$ cat src/rtl/vga_timing_gen.sv
// ----------------------------------------------------------------------------
// vga_timing_gen
//
// Raster timing generator for a VGA-style display. A horizontal pixel counter
// and a vertical line counter scan the full frame, including blanking. Sync,
// active-video and start-of-blanking flags are decoded from the counters.
//
// Every output comes straight from a flop. The flags are decoded from the
// counters' next-state values, so they line up with x/y on the same cycle.
//
// Ports
//   clk          in   1   pixel clock (single clock domain)
//   rst          in   1   synchronous, active-high reset
//   hsync        out  1   horizontal sync, active low
//   vsync        out  1   vertical sync, active low
//   x            out  10  horizontal position, 0..H_TOTAL-1
//   y            out  10  vertical position, 0..V_TOTAL-1
//   active       out  1   high inside the visible region
//   next_frame   out  1   one-cycle pulse at (0, V_VISIBLE)
//   frame_count  out  8   frames completed, modulo 256
//
// Both totals must be at most 1024 so the counters fit in 10 bits.
// ----------------------------------------------------------------------------
module vga_timing_gen #(
    parameter int unsigned H_VISIBLE = 640,
    parameter int unsigned H_FRONT   = 16,
    parameter int unsigned H_SYNC    = 96,
    parameter int unsigned H_BACK    = 48,
    parameter int unsigned V_VISIBLE = 480,
    parameter int unsigned V_FRONT   = 10,
    parameter int unsigned V_SYNC    = 2,
    parameter int unsigned V_BACK    = 33
) (
    input  logic       clk,
    input  logic       rst,
    output logic       hsync,
    output logic       vsync,
    output logic [9:0] x,
    output logic [9:0] y,
    output logic       active,
    output logic       next_frame,
    output logic [7:0] frame_count
);

    localparam int unsigned H_TOTAL = H_VISIBLE + H_FRONT + H_SYNC + H_BACK;
    localparam int unsigned V_TOTAL = V_VISIBLE + V_FRONT + V_SYNC + V_BACK;

    // All boundaries as 10-bit constants so every compare is unsigned 10-bit.
    localparam logic [9:0] H_LAST     = 10'(H_TOTAL - 1);
    localparam logic [9:0] V_LAST     = 10'(V_TOTAL - 1);
    localparam logic [9:0] H_VIS_END  = 10'(H_VISIBLE);
    localparam logic [9:0] V_VIS_END  = 10'(V_VISIBLE);
    localparam logic [9:0] HS_START   = 10'(H_VISIBLE + H_FRONT);
    localparam logic [9:0] HS_END     = 10'(H_VISIBLE + H_FRONT + H_SYNC);
    localparam logic [9:0] VS_START   = 10'(V_VISIBLE + V_FRONT);
    localparam logic [9:0] VS_END     = 10'(V_VISIBLE + V_FRONT + V_SYNC);

    logic [9:0] x_q, x_d;
    logic [9:0] y_q, y_d;
    logic       hsync_q, hsync_d;
    logic       vsync_q, vsync_d;
    logic       active_q, active_d;
    logic       next_frame_q, next_frame_d;
    logic [7:0] frame_count_q, frame_count_d;

    // ------------------------------------------------------------------
    // Next-state logic
    // ------------------------------------------------------------------
    always_comb begin
        // NOTE: every signal assigned here gets a default first, so no path
        // leaves it unassigned and no latch is inferred.
        x_d = x_q + 10'd1;
        y_d = y_q;

        if (x_q == H_LAST) begin
            x_d = '0;
            y_d = (y_q == V_LAST) ? 10'd0 : y_q + 10'd1;
        end

        // Flags decoded from the next position so they are registered
        // alongside it and carry no skew relative to x/y.
        hsync_d      = !((x_d >= HS_START) && (x_d < HS_END));
        vsync_d      = !((y_d >= VS_START) && (y_d < VS_END));
        active_d     = (x_d < H_VIS_END) && (y_d < V_VIS_END);
        next_frame_d = (x_d == 10'd0) && (y_d == V_VIS_END);

        // The count advances on the edge that closes the pulse cycle.
        frame_count_d = next_frame_q ? frame_count_q + 8'd1 : frame_count_q;
    end

    // ------------------------------------------------------------------
    // State registers
    // ------------------------------------------------------------------
    // Reset parks the raster at the last blanking position so the first
    // released edge naturally lands on (0,0) with all flags consistent.
    always_ff @(posedge clk) begin
        // NOTE: non-blocking assignments here so every flop samples the
        // pre-edge values, independent of statement order.
        if (rst) begin
            x_q           <= H_LAST;
            y_q           <= V_LAST;
            hsync_q       <= 1'b1;
            vsync_q       <= 1'b1;
            active_q      <= 1'b0;
            next_frame_q  <= 1'b0;
            frame_count_q <= 8'd0;
        end else begin
            x_q           <= x_d;
            y_q           <= y_d;
            hsync_q       <= hsync_d;
            vsync_q       <= vsync_d;
            active_q      <= active_d;
            next_frame_q  <= next_frame_d;
            frame_count_q <= frame_count_d;
        end
    end

    assign x           = x_q;
    assign y           = y_q;
    assign hsync       = hsync_q;
    assign vsync       = vsync_q;
    assign active      = active_q;
    assign next_frame  = next_frame_q;
    assign frame_count = frame_count_q;

endmodule

$ cat config.mk
export PLATFORM = sky130hd
export DESIGN_NAME = vga_timing_gen
export DESIGN_NICKNAME = d
export VERILOG_FILES = /design/src/rtl/vga_timing_gen.sv
export SDC_FILE = /design/constraint.sdc
export NUM_CORES = 1
export LEC_CHECK = 0
export CORE_MARGIN = 4
export CORE_UTILIZATION = 30
export DETAILED_ROUTE_END_ITERATION = 16
export DONT_BUFFER_PORTS = 1
export SLEW_MARGIN = 10
export SYNTH_ARGS = -nofsm -noshare
export SYNTH_HDL_FRONTEND = slang
export SYNTH_SLANG_ARGS = --single-unit
export TNS_END_PERCENT = 30
$ cat constraint.sdc
create_clock -name clk -period 3.2 [get_ports clk]
set_clock_uncertainty 0.2 [all_clocks]
set_input_delay 0.64 -clock clk [delete_from_list [all_inputs] [get_ports clk]]
set_output_delay 0.64 -clock clk [all_outputs]
set_load 0.01 [all_outputs]
==> reports/metrics.csv, run 1 <==
stage,metric,value,unit
run_status,status,"complete, no violations",
synthesis,cell count after synthesis,221,
synthesis,post-synthesis net count,227,
detailed_routing,DRT Pass-1 Iters,4,
placement,port bufs,0,
cells_and_area,"most common cell after layout, fill and taps aside",dfxtp_1,
detailed_routing,DRT antenna net count,0,
worst_setup_path,Startpoint Class,register,
sta,Max Clock Freq,345,MHz
clocking,hold buffer count at cts,0,
power,P_int,979,uW
floorplan,Initial Util,0.309,
synthesis,number of synthesized flops with an enable pin,0,
clocking,Post-CTS Resized,0,
worst_setup_path,R2R cell count,6,
clocking,CTS max path bufs,2,
clocking,CTS root buffer,clkbuf_8,
synthesis,Ys Warns,0,
synthesis,mapped cell area,1830,um^2
clocking,# H-tree levels,2,
placement,Post-Place Setup Slack,0.346,ns
worst_setup_path,CP max FO,11,
power,Worst VDD drop,0.361,mV
worst_setup_path,CP Capture Type,register,
worst_setup_path,worst path required time,3.17,ns
sta,min Tclk post-route,2.90,ns
synthesis,Syn Area/Cell,8.28,um^2
synthesis,"FFs w/ async S/R, synth",0,
synthesis,Synth Flop Type,dfxtp_1,
placement,DP Wirelength,3.49,mm
global_routing,gr ovfl total,0,
cells_and_area,fin cells,299,
worst_setup_path,Crit Path Class,reg2reg,
power,NetSw,775,uW
hold_path,Hold Crit Depth,1,
clocking,CTS tree,built,
detailed_routing,DRC,0,
detailed_routing,WL final,4.74,mm
power,Comb pwr share,0.469,
detailed_routing,post-DR vias/cell,5.58,
sta,Final Hold Vio Count,0,
sta,slew at the pin with the worst max-slew slack,0.645,ns
sta,Final Max Tran Viols,0,
power,power density over the cells,870,nW/um^2
global_routing,All-Layer GR Usage,0.132,
global_routing,vias in the first global route,1544,
cells_and_area,cell area after layout,2020,um^2
floorplan,# IOs,34,
clocking,Post-CTS Setup Bufs,0,
power,switching part of the total,0.442,
floorplan,die area,7420,um^2
detailed_routing,initial drt markers,96,
power,Clock power frac,0.178,
cells_and_area,ratio of cells with drive above 1 in the final layout,0.103,
floorplan,die width,86.1,um
cells_and_area,most frequent cells in the layout,"dfxtp_1 (32), nand2_1 (19), nor2_1 (17)",
detailed_routing,WL per Instance,15.9,um
sta,setup violators final,0,
synthesis,sequential element share of the synthesized area,0.350,
worst_setup_path,WP data arrival,2.87,ns
global_routing,initial antenna violation count,0,
placement,Placed Instances,291,
cells_and_area,Layout Nets,229,
floorplan,core area,5920,um^2
detailed_routing,Vias,1668,
power,Leakage,0.000757,uW
cells_and_area,area grow syn2layout,10.1,%
sta,Worst slew margin,0.564,
cells_and_area,diode count,0,
run,Max Cap Viol,0,
clocking,clk sinks,32,
clocking,"Reg clk slew, reported paths",0.07,ns
global_routing,largest net degree at the start of global routing,23,
placement,DP Area,1930,um^2
clocking,clk_lat worst skew,0.29,ns
hold_path,min-delay worst type,in2reg,
synthesis,Synth Register Bits,32,
global_routing,first-pass GRT wire length,7.73,mm
sta,setup TNS,0,ns
sta,Final period util,0.906,
placement,Final GP Congestion,0.852,
clocking,CTS buffer count,5,
synthesis,Synth cell types,46,
floorplan,Core Rows,28,
power,Sequential Power Share,0.353,
sta,fin worst setup slack,0.301,ns
sta,RSZ-0062 raised after global routing,no,
floorplan,DIE HEIGHT,86.1,um
sta,Hold Slack,0.210,ns
[power groups by stage]
stage,registers [uW],logic (uW),clock network (uW)
6_report,619,822,313
4_1_cts,621,820,319
2_1_floorplan,566,660,0
3_5_place_dp,631,816,0
3_3_place_gp,628,817,0
5_1_grt,638,920,340
[layer usage]
layer	up-vias	wire length, um	global-route usage
met2	64	2080	0.196
li1	823	-	-
met4	0	81	0.0518
met1	771	2110	0.169
met3	10	470	0.0538
met5	-	0	0
[cells in the mapped netlist, types with 3 or more instances]
master,n,area (um^2)
inv_1,8,30.0
a211oi_1,4,30.0
nor3_1,4,20.0
and4_1,4,35.0
clkbuf_1,12,45.0
a21o_1,5,37.5
dfxtp_1,32,641
ha_1,4,50.1
and2_1,3,18.8
mux2i_1,3,30.0
nand4b_1,3,26.3
o21ai_0,10,50.1
nor2_1,17,63.8
and3_1,7,43.8
nand3_1,8,40.0
nand2_1,19,71.3
xnor2_1,6,52.6
a31oi_1,4,25.0
a21oi_1,12,60.1
or3_1,7,43.8
o211ai_1,3,22.5
xor2_1,9,78.8
nand4_1,8,50.1
[per-stage QoR]
| step | utilization | total power [uW] |
|---|---|---|
| after CTS | 0.340 | 1760 |
| after global routing | 0.340 | 1900 |
| final | 0.340 | 1750 |
| after detailed placement | 0.326 | 1450 |
| after global placement | 0.326 | 1440 |
| after floorplan | - | 1230 |
[cell type report]
type	count	area (um^2)
clock buffers	5	68.8
clock inverters	3	18.8
fillers	620	3910
inverters	8	30.0
multi-input cells	167	1100
flip-flops and latches	32	641
well taps	75	93.8
repair buffers	9	67.6
[logic make-up after synthesis]
logic type                 after synthesis  synth area share
and+or+nand+nor                         96             0.306
buffers and inverters                   22            0.0513
xor gates and xnor gates                15            0.0718
AOI/OAI and AO/OA                       49             0.177
DFF                                     32             0.350
adders and majority gates                4            0.0273
muxes                                    3            0.0164
[worst max-delay path: stages, from the launching register on]
cell and delay (ns):
dfxtp_1 0.51, ha_1 0.34, and2_1 0.22, nand3_1 0.31, or3_1 0.49, a22o_1 0.21, or4_4 0.50
[registers in the layout, indices dropped and copies added (netlist names)]
name         count
active           1
x               10
vsync            1
next_frame       1
hsync            1
y               10
frame_count      8
[final timing paths]
kind	endpoint	startpoint	slack (ns)
setup reg to reg	vsync$_SDFF_PP1_	x[0]$_SDFF_PP1_	0.30
setup / recovery	vsync$_SDFF_PP1_	x[0]$_SDFF_PP1_	0.30
hold / removal	frame_count[7]$_SDFFE_PP0P_	rst	0.21
hold reg to reg	frame_count[7]$_SDFFE_PP0P_	frame_count[7]$_SDFFE_PP0P_	0.33
Note: power is estimated with default switching activity, not from simulation.
==> run 2, diff against run 1 <==
--- a/config.mk
+++ b/config.mk
@@ -7,8 +7,10 @@
 export LEC_CHECK = 0
 export CORE_MARGIN = 4
 export CORE_UTILIZATION = 30
+export CTS_CLUSTER_SIZE = 16
 export DETAILED_ROUTE_END_ITERATION = 16
 export DONT_BUFFER_PORTS = 1
+export HOLD_SLACK_MARGIN = 0.05
 export SLEW_MARGIN = 10
 export SYNTH_ARGS = -nofsm -noshare
 export SYNTH_HDL_FRONTEND = slang
==> results of run 2 <==
Same layout as run 1: the final DEF is identical, and so are final timing and power.
